## src/rtl/seq_num_stamp.sv

```systemverilog
// seq_num_stamp -- transmit-side sequence-number stamper.
//
// Turns neuron-core output words and configuration requests into NoC packets
// {type, seq, source, dest, payload}. It buffers them in a FIFO and offers the
// FIFO head to the network interface with a valid/ready handshake. It also
// holds the time-step sequence number, which advances on each core step pulse.
//
// Optional feature macro: SNS_FILLER_EN
//   defined   : a step with no DATA sent in that step owes a NULLP filler
//               packet. The step is held pending until the filler is queued.
//   undefined : a step increments the sequence number at once. No NULLP
//               packet is ever generated.
//
// Ports
//   clk, rst           : clock, synchronous active-high reset
//   hlt                : global halt, blocks dequeue to the NI
//   CORE_SNS_*         : core data word (valid/ready, dest, data) + step pulse
//   CONF_SNS_*         : single-cycle CONF_INB request (inputNum, dest)
//   SNS_NI_valid/NI_SNS_ready/SNS_NI_packet : packet handshake to the NI
//   SNS_seqNum         : current sequence number
//   SNS_error          : sticky error (lost CONF_INB, step overrun)
//
// Handshake rule (both interfaces): a transfer happens in every cycle where
// valid and ready are both high at the rising clock edge. While valid is high
// and ready is low, the presented packet is held stable.
module seq_num_stamp #(
   parameter int PAYLOAD_WIDTH = 32,
   parameter int DEST_WIDTH    = 4,
   parameter int SOURCE_WIDTH  = 4,
   parameter int SEQ_WIDTH     = 4,
   parameter int TYPE_WIDTH    = 2,
   parameter int SOURCE_ADDR   = 0,
   parameter int FIFO_DEPTH    = 8
) (
   input  logic                     clk,
   input  logic                     rst,
   input  logic                     hlt,
   input  logic                     CORE_SNS_valid,
   output logic                     CORE_SNS_ready,
   input  logic [DEST_WIDTH-1:0]    CORE_SNS_dest,
   input  logic [PAYLOAD_WIDTH-1:0] CORE_SNS_data,
   input  logic                     CORE_SNS_step,
   input  logic                     CONF_SNS_valid,
   input  logic [SOURCE_WIDTH-1:0]  CONF_SNS_inputNum,
   input  logic [DEST_WIDTH-1:0]    CONF_SNS_dest,
   output logic                     SNS_NI_valid,
   input  logic                     NI_SNS_ready,
   output logic [TYPE_WIDTH+SEQ_WIDTH+SOURCE_WIDTH+DEST_WIDTH+PAYLOAD_WIDTH-1:0] SNS_NI_packet,
   output logic [SEQ_WIDTH-1:0]     SNS_seqNum,
   output logic                     SNS_error
);

   localparam int PKT_W = TYPE_WIDTH + SEQ_WIDTH + SOURCE_WIDTH + DEST_WIDTH + PAYLOAD_WIDTH;
   localparam int AW    = $clog2(FIFO_DEPTH);

   localparam logic [TYPE_WIDTH-1:0]   TYPE_DATA  = TYPE_WIDTH'(0);
   localparam logic [TYPE_WIDTH-1:0]   TYPE_CONF  = TYPE_WIDTH'(1);
   localparam logic [TYPE_WIDTH-1:0]   TYPE_NULLP = TYPE_WIDTH'(2);
   localparam logic [SOURCE_WIDTH-1:0] SRC        = SOURCE_WIDTH'(SOURCE_ADDR);

   // FIFO storage; pointers carry one extra wrap bit to tell full from empty
   logic [PKT_W-1:0] r_mem [FIFO_DEPTH];
   logic [AW:0]      r_wr_ptr;
   logic [AW:0]      r_rd_ptr;

   logic [SEQ_WIDTH-1:0] r_seq;
   logic                 r_err;

   logic             w_full;
   logic             w_empty;
   logic             w_deq;
   logic             w_pend;       // a step is waiting to be resolved
   logic             w_owed;       // the pending step still owes a filler
   logic             w_fill_enq;
   logic             w_conf_lost;
   logic             w_conf_enq;
   logic             w_data_enq;
   logic             w_step_err;
   logic             w_enq;
   logic [PKT_W-1:0] w_enq_pkt;

   assign w_empty = (r_wr_ptr == r_rd_ptr);
   assign w_full  = (r_wr_ptr[AW] != r_rd_ptr[AW]) &&
                    (r_wr_ptr[AW-1:0] == r_rd_ptr[AW-1:0]);

   assign SNS_NI_valid  = !w_empty && !hlt;
   assign w_deq         = SNS_NI_valid && NI_SNS_ready;
   assign SNS_NI_packet = r_mem[r_rd_ptr[AW-1:0]];
   assign SNS_seqNum    = r_seq;
   assign SNS_error     = r_err;

   // Fullness is judged on the count at the start of the cycle, so a
   // simultaneous pop never makes room for a push in the same cycle.
   assign CORE_SNS_ready = !w_full && !w_pend && !CONF_SNS_valid;
   assign w_data_enq     = CORE_SNS_valid && CORE_SNS_ready;
   assign w_fill_enq     = w_pend && w_owed && !w_full;
   assign w_conf_lost    = CONF_SNS_valid && (w_full || (w_pend && w_owed));
   assign w_conf_enq     = CONF_SNS_valid && !w_conf_lost;

   // Enqueue source select: filler > CONF_INB > DATA (at most one per cycle)
   always_comb begin
      w_enq     = 1'b0;
      w_enq_pkt = '0;
      if (w_fill_enq) begin
         w_enq     = 1'b1;
         w_enq_pkt = {TYPE_NULLP, r_seq, SRC, {DEST_WIDTH{1'b0}}, {PAYLOAD_WIDTH{1'b0}}};
      end else if (w_conf_enq) begin
         w_enq     = 1'b1;
         w_enq_pkt = {TYPE_CONF, r_seq, CONF_SNS_inputNum, CONF_SNS_dest, {PAYLOAD_WIDTH{1'b0}}};
      end else if (w_data_enq) begin
         w_enq     = 1'b1;
         w_enq_pkt = {TYPE_DATA, r_seq, SRC, CORE_SNS_dest, CORE_SNS_data};
      end
   end

   always_ff @(posedge clk) begin
      if (w_enq) begin
         r_mem[r_wr_ptr[AW-1:0]] <= w_enq_pkt;
      end
   end

   always_ff @(posedge clk) begin
      if (rst) begin
         r_wr_ptr <= '0;
         r_rd_ptr <= '0;
      end else begin
         if (w_enq) r_wr_ptr <= r_wr_ptr + 1'b1;
         if (w_deq) r_rd_ptr <= r_rd_ptr + 1'b1;
      end
   end

`ifdef SNS_FILLER_EN
   logic r_sent;            // a DATA packet went out in the current step
   logic r_step_pending;
   logic r_filler_owed;
   logic w_owed_now;

   assign w_pend     = r_step_pending;
   assign w_owed     = r_filler_owed;
   assign w_owed_now = !r_sent && !w_data_enq;
   assign w_step_err = CORE_SNS_step && r_step_pending;

   // A pending step resolves on the first non-full cycle. If a filler is
   // owed, it is queued in that same cycle, stamped with the old number.
   always_ff @(posedge clk) begin
      if (rst) begin
         r_seq          <= '0;
         r_sent         <= 1'b0;
         r_step_pending <= 1'b0;
         r_filler_owed  <= 1'b0;
      end else if (r_step_pending) begin
         if (!w_full) begin
            r_seq          <= r_seq + 1'b1;
            r_sent         <= 1'b0;
            r_step_pending <= 1'b0;
            r_filler_owed  <= 1'b0;
         end
      end else if (CORE_SNS_step) begin
         if (!w_full && !w_owed_now) begin
            r_seq  <= r_seq + 1'b1;
            r_sent <= 1'b0;
         end else begin
            r_step_pending <= 1'b1;
            r_filler_owed  <= w_owed_now;
            r_sent         <= 1'b0;
         end
      end else if (w_data_enq) begin
         r_sent <= 1'b1;
      end
   end
`else
   assign w_pend     = 1'b0;
   assign w_owed     = 1'b0;
   assign w_step_err = 1'b0;

   always_ff @(posedge clk) begin
      if (rst) begin
         r_seq <= '0;
      end else if (CORE_SNS_step) begin
         r_seq <= r_seq + 1'b1;
      end
   end
`endif

   always_ff @(posedge clk) begin
      if (rst) begin
         r_err <= 1'b0;
      end else if (w_conf_lost || w_step_err) begin
         r_err <= 1'b1;
      end
   end

endmodule

```

## config.mk

```make
export PLATFORM = sky130hd
export DESIGN_NAME = seq_num_stamp
export DESIGN_NICKNAME = d
export VERILOG_FILES = /design/src/rtl/seq_num_stamp.sv
export SDC_FILE = /design/constraint.sdc
export NUM_CORES = 1
export LEC_CHECK = 0
export ABC_AREA = 1
export CAP_MARGIN = 40
export CELL_PAD_IN_SITES_DETAIL_PLACEMENT = 0
export CELL_PAD_IN_SITES_GLOBAL_PLACEMENT = 2
export CORE_MARGIN = 3
export CORE_UTILIZATION = 36
export DETAILED_ROUTE_END_ITERATION = 8
export GPL_TIMING_DRIVEN = 0
export PLACE_DENSITY = 0.75
export SLEW_MARGIN = 5
export SYNTH_ARGS = -nofsm -noshare
export SYNTH_HDL_FRONTEND = slang
export SYNTH_SLANG_ARGS = --single-unit
```

## constraint.sdc

```tcl
create_clock -name clk -period 3.3 [get_ports clk]
set_input_delay 0.33 -clock clk [delete_from_list [all_inputs] [get_ports clk]]
set_output_delay 0.33 -clock clk [all_outputs]
set_load 0.01 [all_outputs]
```

==> results of run 1 <==
-- synthesized netlist by cell type (3+ instances only) --
cell type / n / share of area [%]
o211ai_1: 4 / 0.20
o21ai_0: 170 / 5.6
clkbuf_1: 41 / 1.0
inv_2: 7 / 0.17
buf_1: 5 / 0.12
a31oi_1: 45 / 1.9
nand2_1: 183 / 4.5
buf_4: 16 / 0.79
nor2_1: 285 / 7.0
buf_2: 12 / 0.40
nand4_1: 4 / 0.16
dfxtp_1: 16 / 2.1
nand3_1: 3 / 0.099
edfxtp_1: 360 / 71
a21oi_1: 51 / 1.7
inv_1: 59 / 1.5
xor2_1: 3 / 0.17
ha_1: 3 / 0.25
o21ai_1: 16 / 0.53
-- power by group through the flow --
| stage | Clock, W | Combinational [W] | Sequential (W) |
|---|---|---|---|
| floorplan | 0 | 0.000928 | 0.00577 |
| global placement | 0 | 0.00176 | 0.00581 |
| detailed placement | 0 | 0.00189 | 0.00577 |
| CTS | 0.00464 | 0.00190 | 0.00567 |
| global route | 0.00484 | 0.00206 | 0.00569 |
| finish | 0.00454 | 0.00187 | 0.00567 |
-- stage by stage --
step | setup TNS (ps) | area [um2] | hold WS, ps | util [%] | power [W]
3_5_place_dp | 0 | 17200 | 454 | 41.7 | 0.00766
2_1_floorplan | -17650 | 15200 | 399 | - | 0.00670
6_report | 0 | 18600 | 333 | 45.0 | 0.0121
3_3_place_gp | -761390 | 16900 | 453 | 40.8 | 0.00757
5_1_grt | 0 | 18600 | 387 | 45.0 | 0.0126
4_1_cts | 0 | 18600 | 316 | 45.0 | 0.0122
-- critical path, cell delays in order, from the launching register on --
cell	delay, ps
dfxtp_1	300
buf_4	220
buf_2	310
buf_2	330
nand2_1	80
nand2_1	70
a21oi_1	60
a31oi_1	370
clkdlybuf4s50_1	620
-- worst paths after layout --
| check | startpoint | endpoint | slack (ps) |
|---|---|---|---|
| worst max-delay path | flip-flop | SNS_NI_packet[21] | 90 |
| worst min-delay path | CONF_SNS_valid | r_wr_ptr[2] | 330 |
| worst max register to register | r_rd_ptr[0] | r_mem[6][20] | 620 |
| worst min register to register | SNS_error | SNS_error | 470 |
-- kinds of logic (layout without fill, tap and decap cells) --
logic type | Yosys count | after routing | share of synthesized area [%]
buffers and inverters | 143 | 330 | 4.09
AOI/OAI and AO/OA | 288 | 288 | 9.97
and+or+nand+nor | 479 | 479 | 12.2
xor gates and xnor gates | 4 | 4 | 0.231
adders and majority gates | 3 | 3 | 0.247
DFF | 376 | 376 | 73.3
other | 1 | 1 | 0.0247
-- placed cells by master (no fill, tap or decap), types with 4 or more instances in the layout --
master           instances
a21oi_1                 51
a31oi_1                 43
buf_1                    4
buf_12                  10
buf_16                   4
buf_2                   14
buf_4                   16
bufinv_16                5
clkbuf_1                33
clkbuf_16               43
clkbuf_2                16
clkdlybuf4s50_1        100
clkinv_1                 9
clkinv_2                 8
dfxtp_1                 16
edfxtp_1               360
inv_1                   59
inv_2                    7
nand2_1                183
nand4_1                  4
nor2_1                 277
nor2_4                   8
o211ai_1                 4
o21ai_0                170
o21ai_1                 16
-- routing by layer --
layer | global-route usage, % | vias up
met2 | 28.7 | 262
met4 | 4.55 | 0
met3 | 2.80 | 55
met5 | 0 | -
met1 | 25.3 | 4787
li1 | - | 4837
-- timing repair --
item	in CTS	in global routing
setup endpoints to repair	11	15
hold buffers	0	0
gates resized for setup	6	24
-- flip-flops by register name (all words and copies together), names as in the netlist, named ones only --
register,count
r_mem,360
SNS_seqNum,4
r_rd_ptr,4
r_wr_ptr,4
SNS_error,1
-- layout make-up --
type | instances | area [um2]
well taps | 532 | 666
clock buffers | 52 | 1110
repair buffers | 115 | 1320
fillers | 3854 | 22700
multi-input cells | 775 | 3510
inverters | 68 | 256
plain buffers | 74 | 382
flip-flops and latches | 376 | 11100
clock inverters | 21 | 224
==> results by group, run 1 <==
Timing
  • Clk_skew: 23.8 ps
  • Least-Margin Pin Slew: 903 ps
  • Min setup slack post-route: 89.4 ps
  • Crit path time final: 3210 ps
  • Max-slew headroom: 39.2%
  • Final Cycle Share: 97.3%
  • Final Hold Viols: 0
  • Setup Viol. Count Final: 0
  • Unrepaired setup endpoints after global routing: no
  • Max Transition Viols Final: 0
  • Max Clk Rate: 311 MHz

Die
  • Initial Util: 36.8%
  • Die area: 44,700 um2
  • Die height: 211 um
  • Area of the core: 41,300 um2
  • I/O pins: 104
  • Num rows: 74
  • Die W: 211 um

Global route
  • Vias in the first global route: 9,746
  • Grt ovf: 0
  • Gr usage total: 17.8%
  • Initial antenna violation count: 0
  • Largest net degree at the start of global routing: 24
  • First-pass GRT wire length: 59,900 um

Power
  • Net Sw Frac: 24.9%
  • Pint: 0.00907 W
  • Clk network pwr share: 37.6%
  • PD cells: 650 nW/um2
  • Peak VDD IR: 0.397 mV
  • Sw power: 0.00301 W
  • Proportion of power drawn by flip-flops and latches: 46.9%
  • LEAKAGE: 6.65 nW
  • Combinational share of power: 15.5%

Clock network
  • CTS sink cnt: 376
  • CTS clk-pin slew, worst paths: 60 ps
  • CTS tree: done
  • Setup bufs post-CTS: 0
  • Max Buffers Root-to-Sink: 3
  • Clk Latency, worst-skew pair: 530 ps
  • Clock H-tree levels: 2
  • CTS Buf Count: 41
  • Clock root cell: clkbuf_16

Drt
  • WL final: 39,600 um
  • DRC: 0
  • Met1 WL: 18,200 um
  • Routed vias/inst: 4.94
  • ANT nets after route: 0
  • Met2 Routed Length: 18,600 um
  • WL/cell: 19.7 um
  • Starting DRC count in detailed routing: 717
  • Uppermost routed layer: met4
  • Pre-antenna DRT Iters: 5
  • Met3 WL post-DR: 2070 um
  • DR vias: 9,941

Worst hold path
  • Hold Path Depth: 4
  • Worst hold path class: input pin to flip-flop

Critical path
  • Crit path capture type: primary output
  • CP Class: flip-flop to primary output
  • R2R depth: 9
  • WP data arrival: 2880 ps
  • CP Launch Type: flip-flop
  • Worst Path Max Fanout: 10
  • Data required, critical path: 2970 ps

Finish
  • Layout cell share with drive strength beyond 1: 9.39%
  • # nets final: 1,505
  • Ant diodes: 0
  • Final Non-Filler Cells: 2,013
  • P&R area growth vs syn: 22.4%

Logic synthesis
  • Ys async rst share: 0%
  • Post-synth EDFFs: 360
  • Syn nets: 1,348
  • Sequential share of the synthesized area: 73.3%
  • Syn avg cell area: 11.7 um2
  • Synthesis-stage register bit count: 376
  • Unique masters post-synth: 30
  • Yosys warnings: 0
  • Syn Std Cell Area: 15,200 um2
  • Syn Inst Count: 1,294
  • Main synth FF type: edfxtp_1

Job
  • Max-cap violations: 0

Place
  • Port Buf Inserts: 100
  • Hpwl dp: 25,200 um
  • Dpl cells: 1,941
  • GP Congestion: 0.739
  • Post-place setup slack: 443 ps

Run status
  • Status: finished clean
Note: power is estimated with default switching activity, not from simulation.
==> run 2: changes to the inputs <==
- CORE_UTILIZATION: 36 -> 39
- DONT_BUFFER_PORTS: default -> 1
==> run 2 against run 1 <==
Power down 4.3%. Combinational power down 23%. Critical path depth down 4. Via count down 4.9%. Die area down 7.5%. Cell count down 5.9%. Maximum frequency up 8.7%. Largest cell class unchanged.
==> results by group, run 2 (synthesis results as in run 1) <==
Die
  • Die height: 203 um (was 211 um)
  • Area of the core: 38,000 um2 (was 41,300 um2)
  • Die area: 41,300 um2 (was 44,700 um2)
  • Initial Util: 39.9% (was 36.8%)
  • Num rows: 71 (was 74)
  • I/O pins: 104 (unchanged)
  • Die W: 203 um (was 211 um)

Finish
  • Layout Utilization: 46.0% (was 45.0%)
  • P&R area growth vs syn: 15.0% (was 22.4%)
  • # nets final: 1,410 (was 1,505)
  • Max FFs per register: 360 (unchanged)
  • FILL cells: 3,581 (was 3,854)
  • Most common library cell in the layout ignoring fill and taps: edfxtp_1 (unchanged)
  • Cell area after layout: 17,500 um2 (was 18,600 um2)
  • Most frequent cells in the layout: 360 x edfxtp_1, 277 x nor2_1, 183 x nand2_1 (unchanged)
  • Ant diodes: 0 (unchanged)
  • Layout cell share with drive strength beyond 1: 8.46% (was 9.39%)

Drt
  • ANT nets after route: 0 (unchanged)
  • WL/cell: 20.0 um (was 19.7 um)
  • DRC: 0 (unchanged)
  • Starting DRC count in detailed routing: 551 (was 717)
  • Pre-antenna DRT Iters: 5 (unchanged)
  • Routed vias/inst: 4.99 (was 4.94)
  • WL final: 37,800 um (was 39,600 um)
  • DR vias: 9,452 (was 9,941)

Clock network
  • Max Buffers Root-to-Sink: 3 (unchanged)
  • CTS sink cnt: 376 (unchanged)
  • Clock H-tree levels: 2 (unchanged)
  • Clock root cell: clkbuf_16 (unchanged)
  • Clk Latency, worst-skew pair: 530 ps (about the same)
  • CTS Buf Count: 42 (was 41)
  • CTS tree: done (unchanged)
  • CTS clk-pin slew, worst paths: 60 ps (about the same)
  • Setup bufs post-CTS: 0 (unchanged)

Global route
  • Gr usage total: 18.1% (was 17.8%)
  • Initial antenna violation count: 0 (unchanged)
  • First-pass GRT wire length: 56,600 um (was 59,900 um)
  • Grt ovf: 0 (unchanged)
  • Largest net degree at the start of global routing: 25 (was 24)
  • Vias in the first global route: 9,262 (was 9,746)

Place
  • Port Buf Inserts: 0 (was 100)
  • Hpwl dp: 24,500 um (was 25,200 um)
  • GP Congestion: 0.759 (was 0.739)
  • Dpl cell area: 16,100 um2 (was 17,200 um2)
  • Post-place setup slack: 497 ps (was 443 ps)

Timing
  • Setup Viol. Count Final: 0 (unchanged)
  • Unrepaired setup endpoints after global routing: no (unchanged)
  • Least-Margin Pin Slew: 884 ps (was 903 ps)
  • Min setup slack post-route: 347 ps (was 89.4 ps)
  • Max Transition Viols Final: 0 (unchanged)
  • Final Cycle Share: 89.5% (was 97.3%)
  • Final Hold Viols: 0 (unchanged)
  • Max Clk Rate: 339 MHz (was 311 MHz)
  • Crit path time final: 2950 ps (was 3210 ps)
  • Fin Hold WS: 66.3 ps (was 333 ps)
  • Max-slew headroom: 40.5% (was 39.2%)
  • Clk_skew: 16.8 ps (was 23.8 ps)

Worst hold path
  • Min-delay src: NI_SNS_ready (was CONF_SNS_valid)
  • Worst hold path class: input pin to flip-flop (unchanged)

Run status
  • Status: finished clean (unchanged)

Critical path
  • Worst Path Max Fanout: 10 (unchanged)
  • FF-to-FF setup slack: 570 ps (was 620 ps)
  • WP data arrival: 2620 ps (was 2880 ps)
  • Setup crit end: SNS_NI_packet[34] (was SNS_NI_packet[21])
  • Crit path capture type: primary output (unchanged)
  • CP Class: flip-flop to primary output (unchanged)
  • Reg2Reg Launch Point: r_rd_ptr[0] (unchanged)
  • Critical R2R Capture: r_mem[0][21] (was r_mem[6][20])
  • R2R depth: 9 (unchanged)
  • Data required, critical path: 2970 ps (about the same)
  • CP Launch Type: flip-flop (unchanged)

Power
  • Pwr Total: 0.0116 W (was 0.0121 W)
  • Peak VDD IR: 0.286 mV (was 0.397 mV)
  • LEAKAGE: 6.19 nW (was 6.65 nW)
  • PD cells: 662 nW/um2 (was 650 nW/um2)

Job
  • Max-cap violations: 0 (unchanged)
[run 2: cell count changes in the layout (fill, tap and decap cells not counted), moves of 2 or more]
| cell | before | now |
|---|---|---|
| clkbuf_1 | 33 | 51 |
| dlygate4sd3_1 | 0 | 4 |
| a31oi_1 | 43 | 45 |
| a31oi_2 | 2 | 0 |
| buf_16 | 4 | 1 |
| clkbuf_2 | 16 | 0 |
| clkinv_2 | 8 | 6 |
| clkdlybuf4s50_1 | 100 | 0 |
[run 2: stage by stage]
| step | instances | TNS [ps] |
|---|---|---|
| floorplan | 1294 | -17650 |
| finish | 1894 | 0 |
| detailed placement | 1819 | 0 |
| CTS | 1894 | 0 |
| global placement | 1805 | -696590 |
| global route | 1894 | 0 |
[run 2: area by class of cell]
| cell class | count | area [um2] | area share [%] |
|---|---|---|---|
| flip-flops and latches | 376 | 11100 | 63.7 |
| multi-input cells | 775 | 3500 | 20.0 |
| clock buffers | 53 | 1110 | 6.37 |
| well taps | 511 | 639 | 3.66 |
| plain buffers | 75 | 364 | 2.08 |
| repair buffers | 18 | 283 | 1.62 |
| inverters | 68 | 256 | 1.47 |
| clock inverters | 18 | 189 | 1.08 |
[run 2: how the worst min path moves through the flow]
stage / end / slack [ps] / cells past startpoint
finish: r_rd_ptr[0] / 70 / 3
global route: r_rd_ptr[2] / 70 / 3
CTS: r_rd_ptr[0] / 30 / 3
detailed placement: r_rd_ptr[3] / 400 / 1
global placement: r_rd_ptr[3] / 400 / 1
floorplan: r_rd_ptr[3] / 400 / 1
[run 2: what timing repair did]
item / 4_1_cts / 5_1_grt
gates resized for setup: 0 / 0
hold buffers: 4 / 0
hold endpoints to repair: 9 / 0
[run 2: power by group]
group | internal, W | switching (W)
clock | 0.00268 | 0.00177
combinational | 0.000368 | 0.00107
sequential | 0.00560 | 0.0000737
[run 2: critical path, cell delays in order, from the launching register on]
cell      delay, ps
dfxtp_1         300
clkbuf_1        580
inv_2           280
clkbuf_1        380
a31oi_1         550
[run 2: routing by layer]
layer	vias to the layer above	track usage, %	wire length [um]
met2	237	29.8	17800
met4	0	4.89	856
li1	4641	-	-
met5	-	0	0
met3	62	3.53	2000
met1	4512	24.8	17100
==> run 3: changes to the inputs <==
- clock period: 3.3 -> 2.37 ns (I/O delays scaled with it)
==> run 3 against run 2 <==
Worst setup slack worse by 260 ps. Hold slack got worse by 42 ps. Sequential share of layout area is 2.0 points lower. Non-clock buffer count rose by 8. Sequential power up 39%. Via count up 1.8%. Routed wire length is 4.2% higher. First-iteration DRC count decreased by 4.7%. Register-to-register slack got worse by 340 ps. Clock power is 29% higher. Die area unchanged. Largest cell class unchanged.
==> results by group, run 3 (synthesis results as in run 1) <==
Job
  • Max-cap violations: 0 (unchanged)

Finish
  • Max FFs per register: 360 (unchanged)
  • Most common library cell in the layout ignoring fill and taps: edfxtp_1 (unchanged)
  • # nets final: 1,420 (was 1,410)
  • Final Non-Filler Cells: 1,904 (was 1,894)
  • P&R area growth vs syn: 18.9% (was 15.0%)
  • Ant diodes: 0 (unchanged)
  • Most frequent cells in the layout: 360 x edfxtp_1, 274 x nor2_1, 180 x nand2_1 (was 360 x edfxtp_1, 277 x nor2_1, 183 x nand2_1)
  • FILL cells: 3,494 (was 3,581)
  • Layout cell share with drive strength beyond 1: 16.6% (was 8.46%)

Global route
  • Largest net degree at the start of global routing: 25 (unchanged)
  • Gr usage total: 18.9% (was 18.1%)
  • Grt ovf: 0 (unchanged)
  • Initial antenna violation count: 0 (unchanged)
  • Vias in the first global route: 9,266 (was 9,262)
  • First-pass GRT wire length: 58,900 um (was 56,600 um)

Timing
  • Setup Viol. Count Final: 0 (unchanged)
  • Clk_skew: 9.06 ps (was 16.8 ps)
  • Max Clk Rate: 438 MHz
  • Least-Margin Pin Slew: 846 ps (was 884 ps)
  • Crit path time final: 2280 ps
  • Final Hold Viols: 0 (unchanged)
  • Final Cycle Share: 96.3%
  • Max Transition Viols Final: 0 (unchanged)
  • Unrepaired setup endpoints after global routing: yes (was no)
  • Fin Hold WS: 24.7 ps (was 66.3 ps)
  • Max-slew headroom: 43.5% (was 40.5%)
  • Setup TNS: 0 ps (unchanged)

Die
  • Num rows: 71 (unchanged)
  • Die area: 41,300 um2 (unchanged)
  • Die height: 203 um (unchanged)
  • Area of the core: 38,000 um2 (unchanged)
  • Initial Util: 39.9% (unchanged)
  • I/O pins: 104 (unchanged)
  • Die W: 203 um (unchanged)

Drt
  • DR vias: 9,619 (was 9,452)
  • WL/cell: 20.7 um (was 20.0 um)
  • DRC: 0 (unchanged)
  • Pre-antenna DRT Iters: 5 (unchanged)
  • Routed vias/inst: 5.05 (was 4.99)
  • ANT nets after route: 0 (unchanged)
  • Starting DRC count in detailed routing: 525 (was 551)
  • WL final: 39,400 um (was 37,800 um)

Critical path
  • Crit-path leading delay family: buffers and inverters (unchanged)
  • Worst path max stage delay: 310 ps (was 580 ps)
  • CP Launch Type: flip-flop (unchanged)
  • Crit path capture type: primary output (unchanged)
  • Data required, critical path: 2130 ps (was 2970 ps)
  • Worst Path Max Fanout: 10 (unchanged)
  • Most frequent CP cell: buf_8 (was clkbuf_1)
  • Cell Chain, Critical Path: buf_8 > clkinv_4 > buf_8 > buf_6 > nor2_1 > o21ai_0 > a21oi_2 > a31oi_2 (was clkbuf_1 > inv_2 > clkbuf_1 > a31oi_1)
  • Crit path buf inv count: 4 (was 3)
  • Crit-path slowest cell: dfxtp_1 (was clkbuf_1)
  • CP Class: flip-flop to primary output (unchanged)
  • WP data arrival: 2040 ps (was 2620 ps)

Worst hold path
  • Worst hold path class: input pin to flip-flop (unchanged)

Clock network
  • CTS clk-pin slew, worst paths: 50 ps (was 60 ps)
  • CTS Buf Count: 41 (was 42)
  • Max Buffers Root-to-Sink: 3 (unchanged)
  • CTS sink cnt: 376 (unchanged)
  • Clock H-tree levels: 2 (unchanged)
  • Clk Latency, worst-skew pair: 530 ps (about the same)
  • Clock root cell: clkbuf_16 (unchanged)
  • CTS tree: done (unchanged)

Power
  • Sw power: 0.00414 W (was 0.00291 W)
  • Net Sw Frac: 26.0% (was 25.2%)
  • PD cells: 883 nW/um2 (was 662 nW/um2)
  • Peak VDD IR: 0.564 mV (was 0.286 mV)
  • Clk network pwr share: 35.9% (was 38.5%)
  • Proportion of power drawn by flip-flops and latches: 49.6% (was 49.1%)
  • Combinational share of power: 14.5% (was 12.4%)
  • LEAKAGE: 6.36 nW (was 6.19 nW)
  • Pint: 0.0118 W (was 0.00865 W)

Run status
  • Status: finished clean (unchanged)

Place
  • Hpwl dp: 24,900 um (was 24,500 um)
  • Dpl cells: 1,820 (was 1,819)
  • GP Congestion: 0.748 (was 0.759)
  • Port Buf Inserts: 0 (unchanged)
run 3: layer usage:
layer	track usage [%]	vias up	wire, um
li1	-	4664	-
met1	26.3	4700	17900
met2	31.0	208	18700
met3	3.51	47	2000
met4	4.40	0	730
met5	0	-	0
run 3: power by group through the flow:
stage	sequential, W	clock [W]	combinational, W
finish	0.00790	0.00572	0.00232
global route	0.00794	0.00611	0.00257
detailed placement	0.00804	0	0.00209
CTS	0.00790	0.00586	0.00229
global placement	0.00806	0	0.00195
floorplan	0.00802	0	0.00131
run 3: metrics by stage:
step	setup slack, ps	utilization (%)	total power (W)	instance area (um2)
after floorplan	-332	-	0.00933	15200
after global placement	-1660	41.7	0.0100	15900
after detailed placement	-339	42.5	0.0101	16200
after CTS	-112	47.0	0.0161	17900
after global routing	5.19	47.5	0.0166	18100
final	88.5	47.5	0.0159	18100
run 3: area by class of cell:
type	count	area, um2	share of cell area [%]
repair buffers	27	415	2.30
well taps	511	639	3.54
plain buffers	74	510	2.83
multi-input cells	778	3890	21.5
inverters	68	265	1.47
clock buffers	54	1120	6.19
clock inverters	16	71.3	0.395
flip-flops and latches	376	11100	61.7
run 3: worst paths after layout:
kind	startpoint	to	slack, ps	depth (start not counted)
setup reg to reg	r_wr_ptr[1]	r_mem[1][16]	230	8
hold reg to reg	r_rd_ptr[3]	r_rd_ptr[3]	490	2
hold / removal	rst	SNS_error	20	2
setup / recovery	flip-flop	SNS_NI_packet[35]	90	8
run 3: what timing repair did:
item	CTS	global route
endpoints found under the setup margin	185	196
pin swaps	6	8
gates resized for setup	111	60
gates cloned	3	0
hold buffers	6	0
hold endpoints to repair	9	0
buffers inserted	3	2
